### src/rtl/jt49_noise_pkg.sv
// ============================================================================
//  Module      : jt49_noise_pkg
//  Description : Shared constants for the JT49 noise generator.
//  Revision    : 1.0 - initial release
// ============================================================================
`default_nettype none

package jt49_noise_pkg;

    localparam logic NOISE_WHITE    = 1'b0;
    localparam logic NOISE_PERIODIC = 1'b1;

    // LFSR length / second tap pairs for the supported chip families
    localparam int AY_LW           = 17;
    localparam int AY_TAP          = 3;
    localparam int SN_WHITE_LW     = 15;
    localparam int SN_WHITE_TAP    = 1;
    localparam int SN_PERIODIC_LW  = 15;
    localparam int SN_PERIODIC_TAP = 1;

endpackage

`default_nettype wire

### src/rtl/jt49_noise_div.sv
// ============================================================================
//  Module      : jt49_noise_div
//  Description : cen-driven programmable divider; div toggles every p_eff cens.
//  Revision    : 1.0 - initial release
// ============================================================================
`default_nettype none

module jt49_noise_div
    import jt49_noise_pkg::*;
#(
    parameter int PW = 5
) (
    input  logic          clk,
    input  logic          rst_n,
    input  logic          i_cen,
    input  logic [PW-1:0] i_period,
    output logic          o_div
);

    logic [PW-1:0] r_cnt;
    logic          r_div;
    logic [PW-1:0] w_p_eff;
    logic [PW-1:0] w_last;
    logic          w_wrap;

    // ">=" rather than "==" so a period lowered mid-count wraps on the next cen
    always_comb begin
        w_p_eff = (i_period == '0) ? PW'(1) : i_period;
        w_last  = w_p_eff - PW'(1);
        w_wrap  = (r_cnt >= w_last);
    end

    always_ff @(posedge clk) begin
        if (!rst_n) begin
            r_cnt <= '0;
            r_div <= 1'b0;
        end else if (i_cen) begin
            if (w_wrap) begin
                r_cnt <= '0;
                r_div <= ~r_div;
            end else begin
                r_cnt <= r_cnt + PW'(1);
            end
        end
    end

    assign o_div = r_div;

endmodule

`default_nettype wire

### src/rtl/jt49_noise_gen.sv
// ============================================================================
//  Module      : jt49_noise_gen
//  Description : Parametrised PSG noise generator (white / periodic LFSR).
//  Revision    : 1.0 - initial release
// ============================================================================
`default_nettype none

module jt49_noise_gen
    import jt49_noise_pkg::*;
#(
    parameter int            PW   = 5,
    parameter int            LW   = AY_LW,
    parameter int            TAP  = AY_TAP,
    parameter logic [LW-1:0] SEED = LW'(1)
) (
    input  logic          clk,
    input  logic          rst_n,
    input  logic          cen,
    input  logic [PW-1:0] period,
    input  logic          mode,
    input  logic          load,
    output logic          noise,
    output logic          shift,
    output logic [LW-1:0] lfsr
);

    if (LW < 4 || LW > 32) begin : g_bad_lw
        $error("jt49_noise_gen: LW must be in 4..32");
    end
    if (TAP < 1 || TAP > LW - 1) begin : g_bad_tap
        $error("jt49_noise_gen: TAP must be in 1..LW-1");
    end

    logic          w_div;
    logic          r_last_div;
    logic [LW-1:0] r_lfsr;
    logic          r_noise;
    logic          r_shift;
    logic          w_up;
    logic          w_zero;
    logic          w_fb;
    logic          w_step;

    jt49_noise_div #(
        .PW (PW)
    ) u_div (
        .clk      (clk),
        .rst_n    (rst_n),
        .i_cen    (cen),
        .i_period (period),
        .o_div    (w_div)
    );

    // The zero term lets an all-zero register escape lock-up in either mode
    always_comb begin
        w_up   = w_div & ~r_last_div;
        w_zero = (r_lfsr == '0);
        w_fb   = (mode == NOISE_PERIODIC) ? (r_lfsr[0] | w_zero)
                                          : (r_lfsr[0] ^ r_lfsr[TAP] ^ w_zero);
        w_step = cen & w_up & ~load;
    end

    always_ff @(posedge clk) begin
        if (!rst_n) begin
            r_last_div <= 1'b0;
            r_lfsr     <= '0;
            r_noise    <= 1'b1;
            r_shift    <= 1'b0;
        end else begin
            r_shift <= w_step;
            if (cen) begin
                r_last_div <= w_div;
                r_noise    <= ~r_lfsr[0];
                if (load) begin
                    r_lfsr <= SEED;
                end else if (w_up) begin
                    r_lfsr <= {w_fb, r_lfsr[LW-1:1]};
                end
            end
        end
    end

    assign noise = r_noise;
    assign shift = r_shift;
    assign lfsr  = r_lfsr;

endmodule

`default_nettype wire

### config.mk
export PLATFORM = sky130hd
export DESIGN_NAME = jt49_noise_gen
export DESIGN_NICKNAME = d
export VERILOG_FILES = /design/src/rtl/jt49_noise_pkg.sv /design/src/rtl/jt49_noise_div.sv /design/src/rtl/jt49_noise_gen.sv
export SDC_FILE = /design/constraint.sdc
export NUM_CORES = 1
export LEC_CHECK = 0
export BUFFER_PORTS_ARGS = -buffer_cell sky130_fd_sc_hd__buf_4
export CORE_AREA = 5 5 61 63
export DETAILED_ROUTE_END_ITERATION = 7
export DIE_AREA = 0 0 66 68
export HOLD_SLACK_MARGIN = 0.12
export SLEW_MARGIN = 10
export SYNTH_ARGS = -nofsm -noshare
export SYNTH_HDL_FRONTEND = slang
export SYNTH_SLANG_ARGS = --single-unit
### constraint.sdc
create_clock -name clk -period 2.57 [get_ports clk]
set_clock_uncertainty 0.1 [all_clocks]
set_input_delay 0.1285 -clock clk [delete_from_list [all_inputs] [get_ports clk]]
set_output_delay 0.1285 -clock clk [all_outputs]
set_load 0.01 [all_outputs]
==> Word-level counts from Yosys, hierarchy flattened <==
Cells that the tools add are included.
{ "totals": {"regBits": 26, "in_bits": 10, "output_inout_bits": 19, "wordCells": 29} }
{ "classes": {"add_sub_neg": 2, "magnitude_cmp": 1, "muxes": 5, "bitwise": 10, "n_reduce_logical": 5} }
{ "op_table": {"columns": ["operator", "n"], "rows": [
  ["$mux 17", 2],
  ["$logic_not 17->1", 1],
  ["$mux 5", 2],
  ["$add 5x1->5 const B", 1],
  ["$ge 5x5->1", 1],
  ["$logic_not 5->1", 1],
  ["$sub 5x1->5 const B", 1],
  ["$not 1->1", 4],
  ["$reduce_and 2->1", 2],
  ["$and 1x1->1", 3],
  ["$reduce_bool 2->1", 1],
  ["$xor 1x1->1", 2],
  ["$mux 1", 1],
  ["$or 1x1->1", 1]
]} }

==> Depth between registers and ports, before layout <==
Gate-level depths: netlist of run 1.
{ "logic_depth": {"depth_word": 5, "mapped_depth": 10, "mapped_depth_nobuf": 10} }

==> By module <==
From an unflattened synthesis of run 1, not the netlist that was laid out.
{ "hier_totals": {"hier_cells": 119, "hier_area_um2": 1234.9} }
{ "by_module_without_submodules": {"columns": ["mod", "instances", "cells_per_inst", "area_each_um2", "seq_area_each_um2"], "rows": [
  ["jt49_noise_gen", 1, 62, 753.2, 400.4],
  ["jt49_noise_div", 1, 57, 481.7, 120.1]
]} }

==> Worst setup path before layout of run 1 <==
Ideal clock, no wire load.
{ "synth_path": {"path_type": "input-to-reg", "from": "input port period[4]", "to": "register u_div.r_div, in the netlist u_div.o_div", "setup_time_ps": 133, "t_arrival_ps": 1626, "t_required_ps": 2337, "path_slack_ps": 711, "path_stages": 10, "path_buffers": 0, "cell_sequence": "nor2_1 a21oi_1 ha_1 nand2_1 xor2_1 ha_1 a21o_1 and4b_1 a211oi_1 o211ai_1"} }
{ "synth_via": {"elab_chain_cells": 5} }
{ "synth_lines": {"columns": ["element", "line", "rtl"], "rows": [
  ["start, declared", "jt49_noise_gen.sv:19", "input logic [PW-1:0] period,"],
  ["$logic_not 5->1", "jt49_noise_div.sv:28", "w_p_eff = (i_period == '0) ? PW'(1) : i_period;"],
  ["$mux 5 (*)", "jt49_noise_div.sv:28", null],
  ["$sub 5x1->5 (*)", "jt49_noise_div.sv:29", "w_last = w_p_eff - PW'(1);"],
  ["$ge 5x5->1 (*)", "jt49_noise_div.sv:30", "w_wrap = (r_cnt >= w_last);"],
  ["$reduce_and 2->1 (no line) (*)", null, null],
  ["end signal, assigned", "jt49_noise_div.sv:40", "r_div <= ~r_div;"],
  ["end, declared", "jt49_noise_div.sv:21", "logic r_div;"]
]} }
Every way passes the cells marked *; elsewhere a longest branch is shown, timed or not.
A chain may end at the register's enable or synchronous reset.

==> Worst setup path in the final report of run 1 <==
{ "layout_path": {"from": "input port cen", "to": "register r_lfsr[6], in the netlist lfsr[6]"} }
{ "layout_via": {"elab_chain_cells": 1} }
{ "layout_lines": {"columns": ["element", "line", "rtl"], "rows": [
  ["start, declared", "jt49_noise_gen.sv:18", "input logic cen,"],
  ["$reduce_and 2->1 (no line)", null, null],
  ["end signal, assigned", "jt49_noise_gen.sv:77", "r_lfsr <= {w_fb, r_lfsr[LW-1:1]};"],
  ["end, declared", "jt49_noise_gen.sv:36", "logic [LW-1:0] r_lfsr;"]
]} }
No other way between the ends.

==> results, run 1 <==
- The number of hold violations in the final report is 0.
- Setup violations remaining at the end of the flow were counted as 0.
- The number of max-slew violations in the final report is 0.
- The synthesis-to-finish area growth is 27.8%.
- The part of the cycle the worst path needs is 70.7%.
- Excluding fillers, the count of instances in the completed layout stands at 194.
- The net switching share of the total power is 26.6%.
- The floorplan die area is 4490 µm².
- Buffers added to address setup during post-CTS repair amount to 0.
- The post-placement cell count is 185.
- The first-pass GRT wire length is 3970 µm.
- The flow ran to the end, and the final reports show no timing, DRC or antenna violations.
- The first routing iteration left 46 violations.
- The placer's final routability congestion estimate is 0.734.
- Cell internal power was estimated by the tool at 0.579 mW.
- Dividing the detail-routed wire length by the instance count gives 12.3 µm.
- For this run, the top clock speed supported by timing is 550 MHz.
- The initial antenna violation count is 0.
- The post-route minimum period is 1820 ps.
- The total net switching power is 0.210 mW.
- Buffers inserted during clock tree synthesis total 3.
- The critical path is of the input pin to register type.
- The share of synthesized area spent on multiplexers is 1.71%.
- The gate count of the mapped netlist is 116.
- The clock network latency to the later pin of the worst-skew pair is 320 ps.
- During I/O placement, the number of pins put on the boundary was 29.
- The core region is 3180 µm².
- For this design, the sink count on the clock tree is 26.
- When the netlist entered floorplanning its net count stood at 133.
- The worst-case hold slack is 354 ps.
- Of the total synthesized cell area, the portion taken by XOR and XNOR cells is 5.25%.
- The post-route antenna net violation count is 0.
- Adding up every negative setup slack in the final design gives 0 ps.
- Summing the areas of all fa, ha and maj instances in the mapped netlist gives 7.50% of the synthesized area.
- Setup repair after global routing left no endpoint under its margin.
- The fraction of layout cells with a size suffix above 1 is 23.0%.
- The area taken by multi-input logic gates is 606 µm².
- Registers take 520 µm².
- Power spread over the standard cell area amounts to 529 nW/µm².
- For the pin with the worst max-slew slack, the measured transition is 828 ps.
- Combinational logic burns 17.3% of the power.
- Each instance of the synthesized netlist takes up on average 10.1 µm².
- In this run the vertical extent of the chip is 68 µm.
- The maximum buffer depth of the clock tree is 2.
- Once the floorplan was initialized, standard cells occupied 36.7% of the core.
- For this run, the detailed router's first-pass iteration total came to 4.
- By area, the combinational part of the netlist is dominated by compound AO/OA/AOI/OAI gates.
- TritonCTS built the clock tree.
- The detailed-route via count is 964.
- Entering global routing, the biggest net connects 18 pins.
- The most frequently used flop master after synthesis is sky130_fd_sc_hd__dfxtp_1.
- The root buffer cell chosen for the clock tree is sky130_fd_sc_hd__clkbuf_4.
- STA classifies the critical path endpoint as a register.
- The worst hold path belongs to the class input pin to register.
- The clock network fraction of total power is 25.7%.
- The total wire length is 2390 µm.
- Summed over its instances, the top area cell type makes up 44.6% of the synthesized netlist area.
- Clock-pin slew was measured on the worst setup and hold paths at 140 ps.
- The area fraction in and, or, nand and nor cells after synthesis is 18.1%.
- The detailed-placement wirelength estimate is 1780 µm.
- The post-cts resize count is 0.
- During synthesis, Yosys emitted a total of 0 warnings.
- The global routing usage summed across all routing layers is 11.5%.
- The number of diodes added for antenna fixing is 0.
- By area the synthesized netlist is led by sky130_fd_sc_hd__dfxtp_1 (45%), sky130_fd_sc_hd__a22o_1 (12%), sky130_fd_sc_hd__ha_1 (7.5%).
- The worst endpoint required time is 2730 ps.
- The part of the total power dissipated in sequential elements is 57.0%.
- For this run, the share of the core covered by cells in the final layout is 46.9%.
- The number of hold-repair buffers added at the cts stage is 5.
- In this run the horizontal extent of the chip is 66 µm.
- The largest total area in the synthesized netlist belongs to sky130_fd_sc_hd__dfxtp_1.
- Headroom to the max-slew limit came out at 44.6%.
- The number of flip-flops and latches in the synthesized netlist is 26.
- The maximum net fanout on the critical path is 17.
- In this run, synthesis inferred 0 flip-flops with an integrated enable.
- The startpoint type of the worst setup path is an input pin.
- In this run the tool buffered the top-level ports with 28 buffer cells.
- Max-cap violations in this run came to 0.
- Global routing finished with a remaining overflow of 0.
- The netlist uses 32 different library cells.
- Row generation in the floorplan step produced 21 rows.
- Counting the fill cells in the layout gives 324.
- The sequential element share of the synthesized area is 44.6%.
- The leakage power of the design is 0.658 nW.
- For this run, asynchronously set or reset flops after synthesis account for 0%.
- The peak supply drop is 0.000332 V.
- The via count of the first global-routing pass is 913.
- The synthesized netlist occupies a cell area of 1170 µm².
- The final net count is 166.
- STA puts the critical path data arrival time at 1980 ps.
- The residual DRC count is 0.
- The via count normalized by instance count is 4.97.
- The synthesized netlist devotes 19.3% of its cell area to compound gates.
- The H-tree depth is 1.
[cells by family after synthesis]
logic type,Yosys count
AND/OR/NAND/NOR,37
AO/OA/AOI/OAI,29
flip-flops,26
buffers and inverters,8
XOR/XNOR,7
adder cells (fa/ha/maj),7
multiplexers,2
[layer usage]
metal,routed length (µm),global-route usage [%]
met5,0,0
met3,108,3.94
met1,1090,12.6
met2,1150,20.5
met4,38,4.57
[cell usage after synthesis (2+ instances only)]
| cell type | n |
|---|---|
| sky130_fd_sc_hd__a22o_1 | 16 |
| sky130_fd_sc_hd__inv_1 | 3 |
| sky130_fd_sc_hd__nor3_1 | 2 |
| sky130_fd_sc_hd__ha_1 | 7 |
| sky130_fd_sc_hd__and2_1 | 2 |
| sky130_fd_sc_hd__dfxtp_1 | 26 |
| sky130_fd_sc_hd__o211ai_1 | 2 |
| sky130_fd_sc_hd__nand2b_1 | 2 |
| sky130_fd_sc_hd__xor2_1 | 4 |
| sky130_fd_sc_hd__nand4_1 | 2 |
| sky130_fd_sc_hd__nand2_1 | 9 |
| sky130_fd_sc_hd__a21o_1 | 2 |
| sky130_fd_sc_hd__xnor2_1 | 3 |
| sky130_fd_sc_hd__buf_2 | 3 |
| sky130_fd_sc_hd__nor4_1 | 4 |
| sky130_fd_sc_hd__nor2b_1 | 3 |
| sky130_fd_sc_hd__a21oi_1 | 2 |
| sky130_fd_sc_hd__mux2i_1 | 2 |
| sky130_fd_sc_hd__nor2_1 | 8 |
| sky130_fd_sc_hd__o21ai_0 | 2 |
[final cells by class]
class                   instances  share of cell area (%)
multi-input cells              82                    40.6
flip-flops and latches         26                    34.9
repair buffers                 33                    17.4
well taps                      46                    3.86
clock buffers                   4                    2.43
inverters                       3                   0.755
[path summary, 6_finish.rpt]
| kind | start | slack (ps) | cells after the start | to |
|---|---|---|---|---|
| max | cen | 750 | 5 | lfsr[6] |
| max reg2reg | u_div.o_div | 830 | 3 | lfsr[6] |
| min reg2reg | lfsr[0] | 430 | 2 | lfsr[0] |
| min | period[2] | 350 | 5 | u_div.o_div |
[stage by stage]
stage          instance area [µm²]  setup slack (ps)  power, mW
3_5_place_dp                  1410               453      0.590
5_1_grt                       1490               629      0.835
6_report                      1490               753      0.789
3_3_place_gp                  1410               477      0.585
2_1_floorplan                 1170               711      0.548
4_1_cts                       1490               755      0.801
[sequential cells by signal, summed over array words and instances (netlist names)]
register and count:
lfsr 17, u_div.r_cnt 5, noise 1, r_last_div 1, shift 1, u_div.o_div 1
[power groups by stage]
stage	Combinational [mW]	Sequential, mW	Clock [mW]
after floorplan	0.0929	0.456	0
after global placement	0.127	0.458	0
after detailed placement	0.132	0.458	0
after CTS	0.139	0.450	0.213
after global routing	0.154	0.454	0.227
final	0.137	0.450	0.202
[worst max-delay path, cell delays in order]
cell and delay [ps]:
sky130_fd_sc_hd__dlygate4sd3_1 520, sky130_fd_sc_hd__buf_4 200, sky130_fd_sc_hd__nand2_2 100, sky130_fd_sc_hd__nor4b_4 750
sky130_fd_sc_hd__a22o_1 260
[cell usage in the layout (no fill, tap or decap), types with 3 or more instances in the layout]
cell type                        n
sky130_fd_sc_hd__a22o_1         16
sky130_fd_sc_hd__buf_4          28
sky130_fd_sc_hd__clkbuf_4        3
sky130_fd_sc_hd__dfxtp_1        26
sky130_fd_sc_hd__dlygate4sd3_1   5
sky130_fd_sc_hd__ha_1            7
sky130_fd_sc_hd__inv_1           3
sky130_fd_sc_hd__nand2_1         9
sky130_fd_sc_hd__nor2_1          8
sky130_fd_sc_hd__nor2b_1         3
sky130_fd_sc_hd__nor4_1          4
sky130_fd_sc_hd__xnor2_1         3
sky130_fd_sc_hd__xor2_1          4
Power figures use the tool's default switching activity.
==> run 2, diff against run 1 <==
--- a/config.mk
+++ b/config.mk
@@ -5,6 +5,7 @@
 export SDC_FILE = /design/constraint.sdc
 export NUM_CORES = 1
 export LEC_CHECK = 0
+export ABC_AREA = 1
 export BUFFER_PORTS_ARGS = -buffer_cell sky130_fd_sc_hd__buf_4
 export CORE_AREA = 5 5 61 63
 export DETAILED_ROUTE_END_ITERATION = 7
==> constraint.sdc (replaced) <==
create_clock -name clk -period 1.9 [get_ports clk]
set_clock_uncertainty 0.1 [all_clocks]
set_input_delay 0.095 -clock clk [delete_from_list [all_inputs] [get_ports clk]]
set_output_delay 0.095 -clock clk [all_outputs]
set_load 0.01 [all_outputs]
==> run 2 against run 1 <==
Synthesized cell count rose by 27%. Register-to-register slack got worse by 570 ps. Via count rose by 10%. Sequential share of layout area fell by 2.5 points. Clock-buffer cell count fell by 1. First-iteration DRC count fell by 2.2%. Largest power group unchanged. Cell count rose by 22%. Clock power rose by 84%.
==> results, run 2 <==
- The worst-case hold slack is 370 ps (+15.8 ps).
- The peak supply drop is 0.000450 V (+36%).
- The via count of the first global-routing pass is 1001 (+9.6%).
- met2 is the most crowded layer.
- The power after layout is 1.07 mW (+35%).
- The mean post-synth cell area is 8.01 µm² (-20%).
- The final sum of negative setup slack is 0 ps (unchanged).
- The number of diodes added for antenna fixing is 0 (unchanged).
- The met1 track demand over resource in global routing is 13.5% (+0.93 points).
- The number of instances on the worst hold path is 2 (-3).
- The post-route antenna net violation count is 0 (unchanged).
- The most frequently used flop master after synthesis is sky130_fd_sc_hd__dfxtp_1.
- Clock tree synthesis selected as its root buffer the cell sky130_fd_sc_hd__clkbuf_4.
- The initial core utilization is 37.0% (+0.31 points).
- The class of the most critical hold timing path is register to register.
- The library cells used most frequently in the layout, excluding fill and tap cells, are sky130_fd_sc_hd__buf_4 (37), sky130_fd_sc_hd__inv_1 (28), sky130_fd_sc_hd__dfxtp_1 (26).
- The number of max-slew violations in the final report is 0 (unchanged).
- The count of cells along the worst register-to-register path is 6 (+3).
- The number of sinks on the clock net is 26 (unchanged).
- The critical path endpoint category is a register.
- The routed design could run at a clock period as short as 1770 ps.
- sky130_fd_sc_hd__dfxtp_1 takes more of the synthesized area than any other cell.
- The worst endpoint required time came to 2020 ps (-710 ps).
- The maximum number of pins on one net before global-route repair was 17 (-1).
- The max-capacitance violation count was 0 (unchanged).
- The number of flip-flops and latches in the synthesized netlist is 26 (unchanged).
- The fraction of layout cells with a size suffix above 1 is 26.8% (+3.9 points).
- The arrival time at the worst endpoint is 1890 ps (-90 ps).
- The post-placement cell count is 225 (+22%).
- The routing usage on met2 is 21.7% (+1.1 points).
- The run finished with clean final reports.
- The flop-to-flop setup slack is 260 ps (-570 ps).
- The number of placement rows was 21 (unchanged).
- The critical path class is input pin to register.
- The sequential element share of the synthesized area is 44.2% (-0.38 points).
- The synthesized netlist net count came to 164 (+23%).
- The overall die width is 66 µm (unchanged).
- The number of I/O port buffers is 28 (unchanged).
- The actual slew at the worst max-slew pin is 314 ps (-514 ps).
- The library cell used most frequently in the layout, excluding fill and tap cells, is sky130_fd_sc_hd__buf_4.
- The routed wirelength normalized by instance count is 10.7 µm (-13%).
- The area growth from synthesis to layout is 36.6%.
- The routing usage on met3 came to 2.13% (-1.8 points).
- Yosys attributes the largest share of cell area to sky130_fd_sc_hd__dfxtp_1 (44%), sky130_fd_sc_hd__inv_1 (9.2%), sky130_fd_sc_hd__o22ai_1 (8.5%).
- The initial antenna violation count was 0 (unchanged).
- The flip-flop count of the largest register after layout was 17 (unchanged).
- The TritonCTS clock tree is built.
- The maximum buffer depth of the clock tree is 2 (unchanged).
- The first-pass GRT wire length is 4120 µm (+3.6%).
- The power density of the placed cells is 664 nW/µm² (+26%).
- The residual DRC count is 0 (unchanged).
- The global routing usage summed across all routing layers is 11.5% (-0.064 points).
- The count of flip-flops with a built-in enable after synthesis is 0 (unchanged).
- The number of hold violations in the final report is 0 (unchanged).
- The detailed-placement wirelength estimate is 1870 µm (+4.8%).
- After layout, the worst path uses 93.0% of the clock period.
- The core box area came to 3180 µm² (unchanged).
- The floorplan die area is 4490 µm² (unchanged).
- The area share of the largest cell type after synthesis is 44.2% (-0.38 points).
- The gate count of the mapped netlist is 147 (+27%).
- The number of top-level pins is 29 (unchanged).
- The TritonCTS buffer count is 3 (unchanged).
- The height of the die is 68 µm (unchanged).
- The area of the mapped netlist is 1180 µm² (+0.86%).
- The most frequently used cell type in the post-synthesis netlist is sky130_fd_sc_hd__inv_1.
- The clock slew seen by the registers of the worst setup and hold paths came to 140 ps (about the same).
- The total of warnings raised by yosys came to 0 (unchanged).
- The total wire length is 2520 µm (+5.5%).
- The maximum net fanout on the critical path is 11 (-6).
- The leakage power of the design is 0.751 nW (+14%).
- The detailed-route via count is 1065 (+10%).
- The H-tree depth is 1 (unchanged).
- The placer's final routability congestion estimate came to 0.728 (-0.76%).
- The tightest slew margin relative to the limit is 79.0% (+34 points).
- The number of cells in the finished layout apart from fillers is 236 (+22%).
- The via count normalized by instance count was 4.51 (-9.2%).
- In the synthesized netlist, the cells that appear most often are sky130_fd_sc_hd__inv_1 (29), sky130_fd_sc_hd__dfxtp_1 (26), sky130_fd_sc_hd__nand2_1 (19).
- The proportion of register bits with asynchronous set or reset after synthesis is 0% (unchanged).
- The clock network latency to the later pin of the worst-skew pair came to 310 ps (about the same).
- The violation count after the first detailed-routing iteration was 45 (-2.2%).
- The final number of setup-violating endpoints is 0 (unchanged).
- The global-route congestion overflow total is 0 (unchanged).
- The count of unique library cells instantiated by Yosys is 18 (-44%).
- The number of search-and-repair iterations in the first detailed-routing pass is 2 (-2).
- The maximum frequency from static timing analysis is 566 MHz.
- STA classifies the critical path startpoint as an input pin.
- The final net count came to 208 (+25%).
-- run 2: cell count changes after synthesis, sizes merged, moves of 4 or more --
cell   before  now
a22o       16    0
inv         3   30
nand2      10   21
nand3       0    5
nor2        8   17
nor4        4    0
o22ai       0   16
-- run 2: path summary, 6_finish.rpt --
check,from,endpoint
min reg2reg,r_last_div,r_last_div
max,cen,lfsr[0]
min,r_last_div,r_last_div
max reg2reg,u_div.o_div,lfsr[0]
-- run 2: cells by family after synthesis --
logic type,synth area share [%]
and+or+nand+nor,17.6
buffers and inverters,12.4
DFF,44.2
AOI/OAI and AO/OA,12.2
xor gates and xnor gates,5.21
adders and majority gates,7.44
muxes,0.850
-- run 2: timing repair --
action | in CTS | in global routing
gates resized for setup | 0 | 6
hold buffers | 5 | 0
buffers inserted | 0 | 2
endpoints found under the hold margin | 10 | 0
endpoints found under the setup margin | 0 | 7
-- run 2: metal layers --
layer	part of all wire (%)	up-vias
met5	0	-
met4	0.52	0
met3	3.2	2
met2	51	12
met1	45	491
li1	-	560
-- run 2: power breakdown --
group          internal, mW  switching, mW  leakage (nW)
Sequential            0.555        0.00950         0.210
Clock                 0.213          0.158        0.0279
Combinational        0.0687         0.0638         0.513
-- run 2: final cells by class --
cell class,count,area [µm²]
multi-input cells,88,537
fillers,318,1570
clock inverters,1,30.0
inverters,30,113
well taps,46,57.6
repair buffers,42,328
flip-flops and latches,26,520
clock buffers,3,22.5
-- run 2: worst max-delay path, cell delays in order --
cell                            delay, ps
sky130_fd_sc_hd__dlygate4sd3_1        540
sky130_fd_sc_hd__buf_4                180
sky130_fd_sc_hd__nand2_1               80
sky130_fd_sc_hd__nor2_1                70
sky130_fd_sc_hd__a21oi_2              150
sky130_fd_sc_hd__inv_1                 50
sky130_fd_sc_hd__o21ai_0              130
sky130_fd_sc_hd__nor2_1                50
sky130_fd_sc_hd__dlygate4sd3_1        540
-- run 2: through the flow --
stage	setup slack [ps]	utilization, %	instance area, µm²
5_1_grt	-46.5	50.6	1610
3_5_place_dp	-285	46.0	1460
2_1_floorplan	37.0	-	1180
6_report	132	50.6	1610
3_3_place_gp	-163	46.0	1460
4_1_cts	65.4	49.3	1570
